[config.mk]
export PLATFORM = sky130hd
export DESIGN_NAME = ctrl_decode_stage
export DESIGN_NICKNAME = d
export VERILOG_FILES = /design/src/rtl/ctrl_pkg.sv /design/src/rtl/ctrl_opcode_dec.sv /design/src/rtl/ctrl_decode_stage.sv
export SDC_FILE = /design/constraint.sdc
export NUM_CORES = 1
export LEC_CHECK = 0
export CAP_MARGIN = 20
export CELL_PAD_IN_SITES_DETAIL_PLACEMENT = 0
export CELL_PAD_IN_SITES_GLOBAL_PLACEMENT = 2
export CORE_ASPECT_RATIO = 0.5
export CORE_UTILIZATION = 28
export CTS_CLUSTER_DIAMETER = 80
export DETAILED_ROUTE_END_ITERATION = 8
export PLACE_DENSITY_LB_ADDON = 0.1
export SLEW_MARGIN = 20
export SYNTH_ARGS = -nofsm -noshare
export SYNTH_HDL_FRONTEND = slang
export SYNTH_SLANG_ARGS = --single-unit
[constraint.sdc]
create_clock -name clk_i -period 3.9 [get_ports clk_i]
set_clock_uncertainty 0.2 [all_clocks]
set_input_delay 1.17 -clock clk_i [delete_from_list [all_inputs] [get_ports clk_i]]
set_output_delay 1.17 -clock clk_i [all_outputs]
set_load 0.03 [all_outputs]
[src/rtl/ctrl_pkg.sv]
// Shared types for the RV32I main-control decode: opcodes, write-back/ALU selectors
// and the per-lane control bundle.
package ctrl_pkg;

  localparam logic [6:0] OpR      = 7'b0110011;
  localparam logic [6:0] OpImm    = 7'b0010011;
  localparam logic [6:0] OpLoad   = 7'b0000011;
  localparam logic [6:0] OpStore  = 7'b0100011;
  localparam logic [6:0] OpBranch = 7'b1100011;
  localparam logic [6:0] OpJal    = 7'b1101111;
  localparam logic [6:0] OpJalr   = 7'b1100111;
  localparam logic [6:0] OpLui    = 7'b0110111;
  localparam logic [6:0] OpAuipc  = 7'b0010111;

  typedef enum logic [1:0] {WbAlu, WbMem, WbPc4, WbImm} wb_sel_e;
  typedef enum logic [1:0] {AluAdd, AluCmp, AluFunct} alu_op_e;

  typedef struct packed {
    logic    reg_write;
    logic    alu_src;
    logic    branch;
    logic    jump;
    logic    mem_read;
    logic    mem_write;
    logic    mem_to_reg;
    wb_sel_e wb_sel;
    alu_op_e alu_op;
    logic    rs1_used;
    logic    rs2_used;
  } ctrl_t;

  localparam int unsigned CtrlW = $bits(ctrl_t);

endpackage

[src/rtl/ctrl_opcode_dec.sv]
// Combinational opcode decoder: one 32-bit instruction in, control bundle plus
// illegal flag out. Unknown opcodes produce an all-zero bundle.
module ctrl_opcode_dec
  import ctrl_pkg::*;
(
  input  logic [31:0] instr_i,
  output ctrl_t       ctrl_o,
  output logic        illegal_o
);

  ctrl_t c;

  // Only the opcode drives control; operand fields are read by the hazard check.
  logic unused_fields;
  assign unused_fields = ^instr_i[31:7];

  always_comb begin
    c         = '0;
    illegal_o = 1'b0;
    unique case (instr_i[6:0])
      OpR: begin
        c.reg_write = 1'b1;
        c.alu_op    = AluFunct;
        c.rs1_used  = 1'b1;
        c.rs2_used  = 1'b1;
      end
      OpImm: begin
        c.reg_write = 1'b1;
        c.alu_src   = 1'b1;
        c.alu_op    = AluFunct;
        c.rs1_used  = 1'b1;
      end
      OpLoad: begin
        c.reg_write = 1'b1;
        c.alu_src   = 1'b1;
        c.mem_read  = 1'b1;
        c.wb_sel    = WbMem;
        c.rs1_used  = 1'b1;
      end
      OpStore: begin
        c.alu_src   = 1'b1;
        c.mem_write = 1'b1;
        c.rs1_used  = 1'b1;
        c.rs2_used  = 1'b1;
      end
      OpBranch: begin
        c.branch   = 1'b1;
        c.alu_op   = AluCmp;
        c.rs1_used = 1'b1;
        c.rs2_used = 1'b1;
      end
      OpJal: begin
        c.reg_write = 1'b1;
        c.jump      = 1'b1;
        c.wb_sel    = WbPc4;
      end
      OpJalr: begin
        c.reg_write = 1'b1;
        c.alu_src   = 1'b1;
        c.jump      = 1'b1;
        c.wb_sel    = WbPc4;
        c.rs1_used  = 1'b1;
      end
      OpLui: begin
        c.reg_write = 1'b1;
        c.wb_sel    = WbImm;
      end
      OpAuipc: begin
        c.reg_write = 1'b1;
        c.alu_src   = 1'b1;
      end
      default: illegal_o = 1'b1;
    endcase
    c.mem_to_reg = (c.wb_sel == WbMem);
  end

  assign ctrl_o = c;

endmodule

[src/rtl/ctrl_decode_stage.sv]
// Registered main-control decode stage for 1 or 2 lanes with valid/ready, flush,
// dependency-driven bundle split and a saturating illegal-lane counter.
module ctrl_decode_stage
  import ctrl_pkg::*;
#(
  parameter int unsigned LANES = 2,
  parameter int unsigned CNT_W = 16
) (
  input  logic                     clk_i,
  input  logic                     rst_i,
  input  logic                     in_valid_i,
  output logic                     in_ready_o,
  input  logic [32*LANES-1:0]      in_instr_i,
  input  logic                     flush_i,
  output logic                     out_valid_o,
  input  logic                     out_ready_i,
  output logic [LANES-1:0]         out_lane_valid_o,
  output logic [CtrlW*LANES-1:0]   out_ctrl_o,
  output logic [LANES-1:0]         out_illegal_o,
  output logic [CNT_W-1:0]         illegal_count_o
);

  typedef enum logic {StNormal, StSplit} state_e;

  localparam logic [LANES-1:0] Lane0    = LANES'(1);
  localparam logic [LANES-1:0] LaneLast = Lane0 << (LANES - 1);

  ctrl_t [LANES-1:0] dec_ctrl;
  logic  [LANES-1:0] dec_ill;
  logic              split;

  for (genvar k = 0; k < LANES; k++) begin : g_lane
    ctrl_opcode_dec u_dec (
      .instr_i  (in_instr_i[32*k +: 32]),
      .ctrl_o   (dec_ctrl[k]),
      .illegal_o(dec_ill[k])
    );
  end

  if (LANES == 2) begin : g_split
    logic [4:0] rd0, rs1_1, rs2_1;
    logic       raw;
    assign rd0   = in_instr_i[11:7];
    assign rs1_1 = in_instr_i[32*(LANES-1)+15 +: 5];
    assign rs2_1 = in_instr_i[32*(LANES-1)+20 +: 5];
    assign raw   = dec_ctrl[0].reg_write && (rd0 != 5'd0) &&
                   ((dec_ctrl[LANES-1].rs1_used && (rs1_1 == rd0)) ||
                    (dec_ctrl[LANES-1].rs2_used && (rs2_1 == rd0)));
    // Control flow in lane0 also splits so lane1 never issues alongside a redirect.
    assign split = raw || dec_ctrl[0].branch || dec_ctrl[0].jump;
  end else if (LANES == 1) begin : g_single
    assign split = 1'b0;
  end else begin : g_bad_lanes
    $error("ctrl_decode_stage: LANES must be 1 or 2");
  end

  state_e            state_q;
  logic              out_valid_q;
  logic [LANES-1:0]  lv_q, ill_q;
  ctrl_t [LANES-1:0] ctrl_q;
  ctrl_t             pend_ctrl_q;
  logic              pend_ill_q;
  logic [CNT_W-1:0]  cnt_q, cnt_d;

  logic              out_hs, out_free, in_hs;
  logic [1:0]        n_ill;
  logic [CNT_W+1:0]  cnt_sum;
  ctrl_t [LANES-1:0] head_ctrl, tail_ctrl;
  logic  [LANES-1:0] head_ill, tail_ill;

  assign out_hs     = out_valid_q && out_ready_i;
  assign out_free   = !out_valid_q || out_ready_i;
  assign in_ready_o = !flush_i && (state_q == StNormal) && out_free;
  assign in_hs      = in_valid_i && in_ready_o;

  always_comb begin
    n_ill = '0;
    for (int unsigned i = 0; i < LANES; i++) begin
      n_ill = n_ill + 2'(ill_q[i] & lv_q[i]);
    end
    cnt_sum = {2'b00, cnt_q} + (CNT_W + 2)'(n_ill);
    cnt_d   = (cnt_sum[CNT_W+1:CNT_W] != 2'b00) ? '1 : cnt_sum[CNT_W-1:0];

    head_ctrl          = '0;
    head_ctrl[0]       = dec_ctrl[0];
    head_ill           = '0;
    head_ill[0]        = dec_ill[0];
    tail_ctrl          = '0;
    tail_ctrl[LANES-1] = pend_ctrl_q;
    tail_ill           = '0;
    tail_ill[LANES-1]  = pend_ill_q;
  end

  always_ff @(posedge clk_i or posedge rst_i) begin
    if (rst_i) begin
      state_q     <= StNormal;
      out_valid_q <= 1'b0;
      lv_q        <= '0;
      ctrl_q      <= '0;
      ill_q       <= '0;
      pend_ctrl_q <= '0;
      pend_ill_q  <= 1'b0;
      cnt_q       <= '0;
    end else begin
      if (out_hs) cnt_q <= cnt_d;
      if (flush_i) begin
        state_q     <= StNormal;
        out_valid_q <= 1'b0;
        lv_q        <= '0;
        ctrl_q      <= '0;
        ill_q       <= '0;
        pend_ctrl_q <= '0;
        pend_ill_q  <= 1'b0;
      end else if (out_free) begin
        unique case (state_q)
          StNormal: begin
            if (in_hs) begin
              out_valid_q <= 1'b1;
              if (split) begin
                lv_q        <= Lane0;
                ctrl_q      <= head_ctrl;
                ill_q       <= head_ill;
                pend_ctrl_q <= dec_ctrl[LANES-1];
                pend_ill_q  <= dec_ill[LANES-1];
                state_q     <= StSplit;
              end else begin
                lv_q   <= '1;
                ctrl_q <= dec_ctrl;
                ill_q  <= dec_ill;
              end
            end else begin
              out_valid_q <= 1'b0;
              lv_q        <= '0;
              ctrl_q      <= '0;
              ill_q       <= '0;
            end
          end
          StSplit: begin
            out_valid_q <= 1'b1;
            lv_q        <= LaneLast;
            ctrl_q      <= tail_ctrl;
            ill_q       <= tail_ill;
            state_q     <= StNormal;
          end
          default: state_q <= StNormal;
        endcase
      end
    end
  end

  assign out_valid_o      = out_valid_q;
  assign out_lane_valid_o = lv_q;
  assign out_ctrl_o       = ctrl_q;
  assign out_illegal_o    = ill_q;
  assign illegal_count_o  = cnt_q;

endmodule

==> metrics.txt <==
FMAX 279 MHz; top post-synthesis cells by area dfrtp_1 (48%), nand2_1 (6.2%), mux2i_1 (3.9%), xor2_1 (3.7%), a22oi_1 (2.9%); initial antenna violation count 0; Hold Crit Depth 2; Initial Util 29.6%; WHS 0.284 ns; syn_area_per_cell 9.61 sq um; Cells after Synth 323; final WL 8440 um; Max Cap Viol 0; CP Buf/Inv Count 2; die width 151 um; Synth top area share 47.5%; maximum VDD drop 0.000153 V; Sink Count 59; n_diodes 0; CTS tree done; port bufs 81; Worst Reg2Reg Path Length in Cells 8; Period minus WS final 3.59 ns; crit-path cells clkdlybuf4s50_1 > nor2b_1 > nor3_1 > buf_4; Leak Pwr 1.95 nW; DRC Markers 0; R2R Setup Slk 1.58 ns; status finished, final reports clean; Hold-fix buffers, CTS 0; fin cells 559; DR pass1 iterations 4; Yosys reg bits 59; All-Layer GR Usage 15.6%; pwr dens 386 nW/um^2; grt ovf 0; Worst Path Required 2.53 ns; Core ar. 10500 sq um; Hold Crit Class reg2reg; vias in the first global route 2755; leading area contributor after synthesis dfrtp_1; Slew Limit Headroom 52.6%; Synth Area in XOR/XNOR 5.36%; share of layout cells above drive strength 1 10.3%; cell family with most CP delay buffers and inverters; CP endpoint kind output port; main combinational cell family by area after synthesis simple AND/OR/NAND/NOR gates; multiplexer share of the synthesized area 4.96%; post-CTS setup buffer count 0; synthesized net count 394; antenna-violating nets left 0; post-synth cell types 48; Yosys warning count 0; Vias per Instance 4.86; part of the cycle the worst path needs 92.0%; Post-DP HPWL 6310 um; largest net degree at the start of global routing 32; most common cell after layout, fill and taps aside clkdlybuf4s50_1; WP data arrival 2.22 ns; DR iter-0 viols 94; first-pass GRT wire length 14000 um; FFs w/ async S/R, synth 100%; compound-gate portion of the synthesized area 17.6%; Clock transition at path regs 0.05 ns; WS Path Type in2out; Seq/Total Area, Yosys 47.5%; Post-synth EDFFs 0; setup repair after global routing missed its margin no; Pins Over Slew Limit 0; WP depth 4; slew at the pin closest to its max-slew limit 0.710 ns; Die Y 76.5 um; final hold viol count 0; slowest library cell on the worst path clkdlybuf4s50_1; ys flop type dfrtp_1; Critical Path Fanout Max 4; GP Congestion 0.783; area grow syn2layout 43.8%; Ports 117; accumulated negative setup slack 0 ns; adder-cell share of the synthesized area 1.05%; Cell Rows 26; Die Area 11500 sq um; Max stage delay on crit path 0.51 ns; Post-Syn Area 3110 sq um; most frequent cells in the layout clkdlybuf4s50_1 (80), dfrtp_1 (59), nand2_1 (51), buf_4 (20), o21ai_0 (17); drt wl/cell 15.1 um; post-cts resize count 0; Num CTS Buffers 9; Clk Latency, worst-skew pair 0.32 ns; Simple-Gate Fraction of Synth Area 18.8%; final setup vio count 0; final net count 486; Max Root-Sink Buffers 2; via count 2719; CP Launch Type input pin; H-tree lvl count 3; CTS root buffer clkbuf_16; DP Cell Count 544
[per-stage QoR]
stage          instance area [sq um]  utilization (%)  setup slack (ns)  total power, mW
2_1_floorplan                   3110                -             0.439            0.779
5_1_grt                         4470             42.6             0.239             1.80
4_1_cts                         4470             42.6             0.303             1.75
3_5_place_dp                    4150             39.6            0.0799            0.896
6_report                        4470             42.6             0.311             1.72
3_3_place_gp                    4150             39.6             0.121            0.893
[cell usage after synthesis (all sizes together) (2+ instances only)]
library cell and count:
a211o 3, inv 11, xnor2 6, nand4b 2, o21ai 18, nand2 51, nand4 6, and4 3
nor2b 4, dfrtp 59, and3 6, nand3 9, mux2 3, o31ai 10, mux2i 12, buf 7
a21oi 12, clkbuf 13, a32o 4, xor2 13, and2 5, a21o 6, nand2b 2, a31oi 4
nor3 7, a22o 3, nor2 14, o211ai 2, o22ai 2, and3b 2, a22oi 12
[where the power goes]
group / internal, mW / switching [mW]
combinational: 0.103 / 0.128
sequential: 0.631 / 0.0202
clock: 0.570 / 0.272
total: 1.30 / 0.420
[logic make-up after synthesis]
logic type	after synthesis
buf+inv	31
xor+xnor	19
flops	59
simple gates	117
mux	15
compound gates	80
fa+ha+maj	2
[routing by layer]
metal	up-vias	part of all wire, %	GRT usage, %
li1	1339	-	-
met1	1309	48	20.6
met2	63	46	25.0
met3	8	4.4	4.01
met4	0	1.1	4.50
met5	-	0	0
[worst paths after layout]
path	end	start
max in group asynchronous	pend_ctrl_q[0]	rst_i
hold reg to reg	out_ctrl_o[4]	out_ctrl_o[4]
min in group asynchronous	illegal_count_o[4]	rst_i
setup reg to reg	illegal_count_o[5]	illegal_count_o[0]
hold / removal	out_ctrl_o[4]	out_ctrl_o[4]
setup / recovery	in_ready_o	out_ready_i
[state kept, by name, indices dropped and copies added, names as in the netlist]
name              flops
pend_ctrl_q          12
out_illegal_o         2
out_valid_o           1
illegal_count_o      16
pend_ill_q            1
out_lane_valid_o      2
out_ctrl_o           24
state_q               1
[layout make-up]
| type | count | area [sq um] |
|---|---|---|
| sequential | 59 | 1480 |
| clock buffer | 10 | 239 |
| multi-input combinational | 233 | 1490 |
| fill | 1043 | 6010 |
| clock inverter | 5 | 77.6 |
| tap | 140 | 175 |
| timing repair buffer | 101 | 971 |
| inverter | 11 | 41.3 |
[worst reg2reg max path: stages (launching register included)]
cell and delay (ns):
dfrtp_1 0.37, inv_1 0.07, fa_1 0.44, inv_1 0.07
ha_1 0.20, and3_1 0.30, and2_1 0.21, nand2_1 0.24
o21ai_0 0.15
Note: power is estimated with default switching activity, not from simulation.
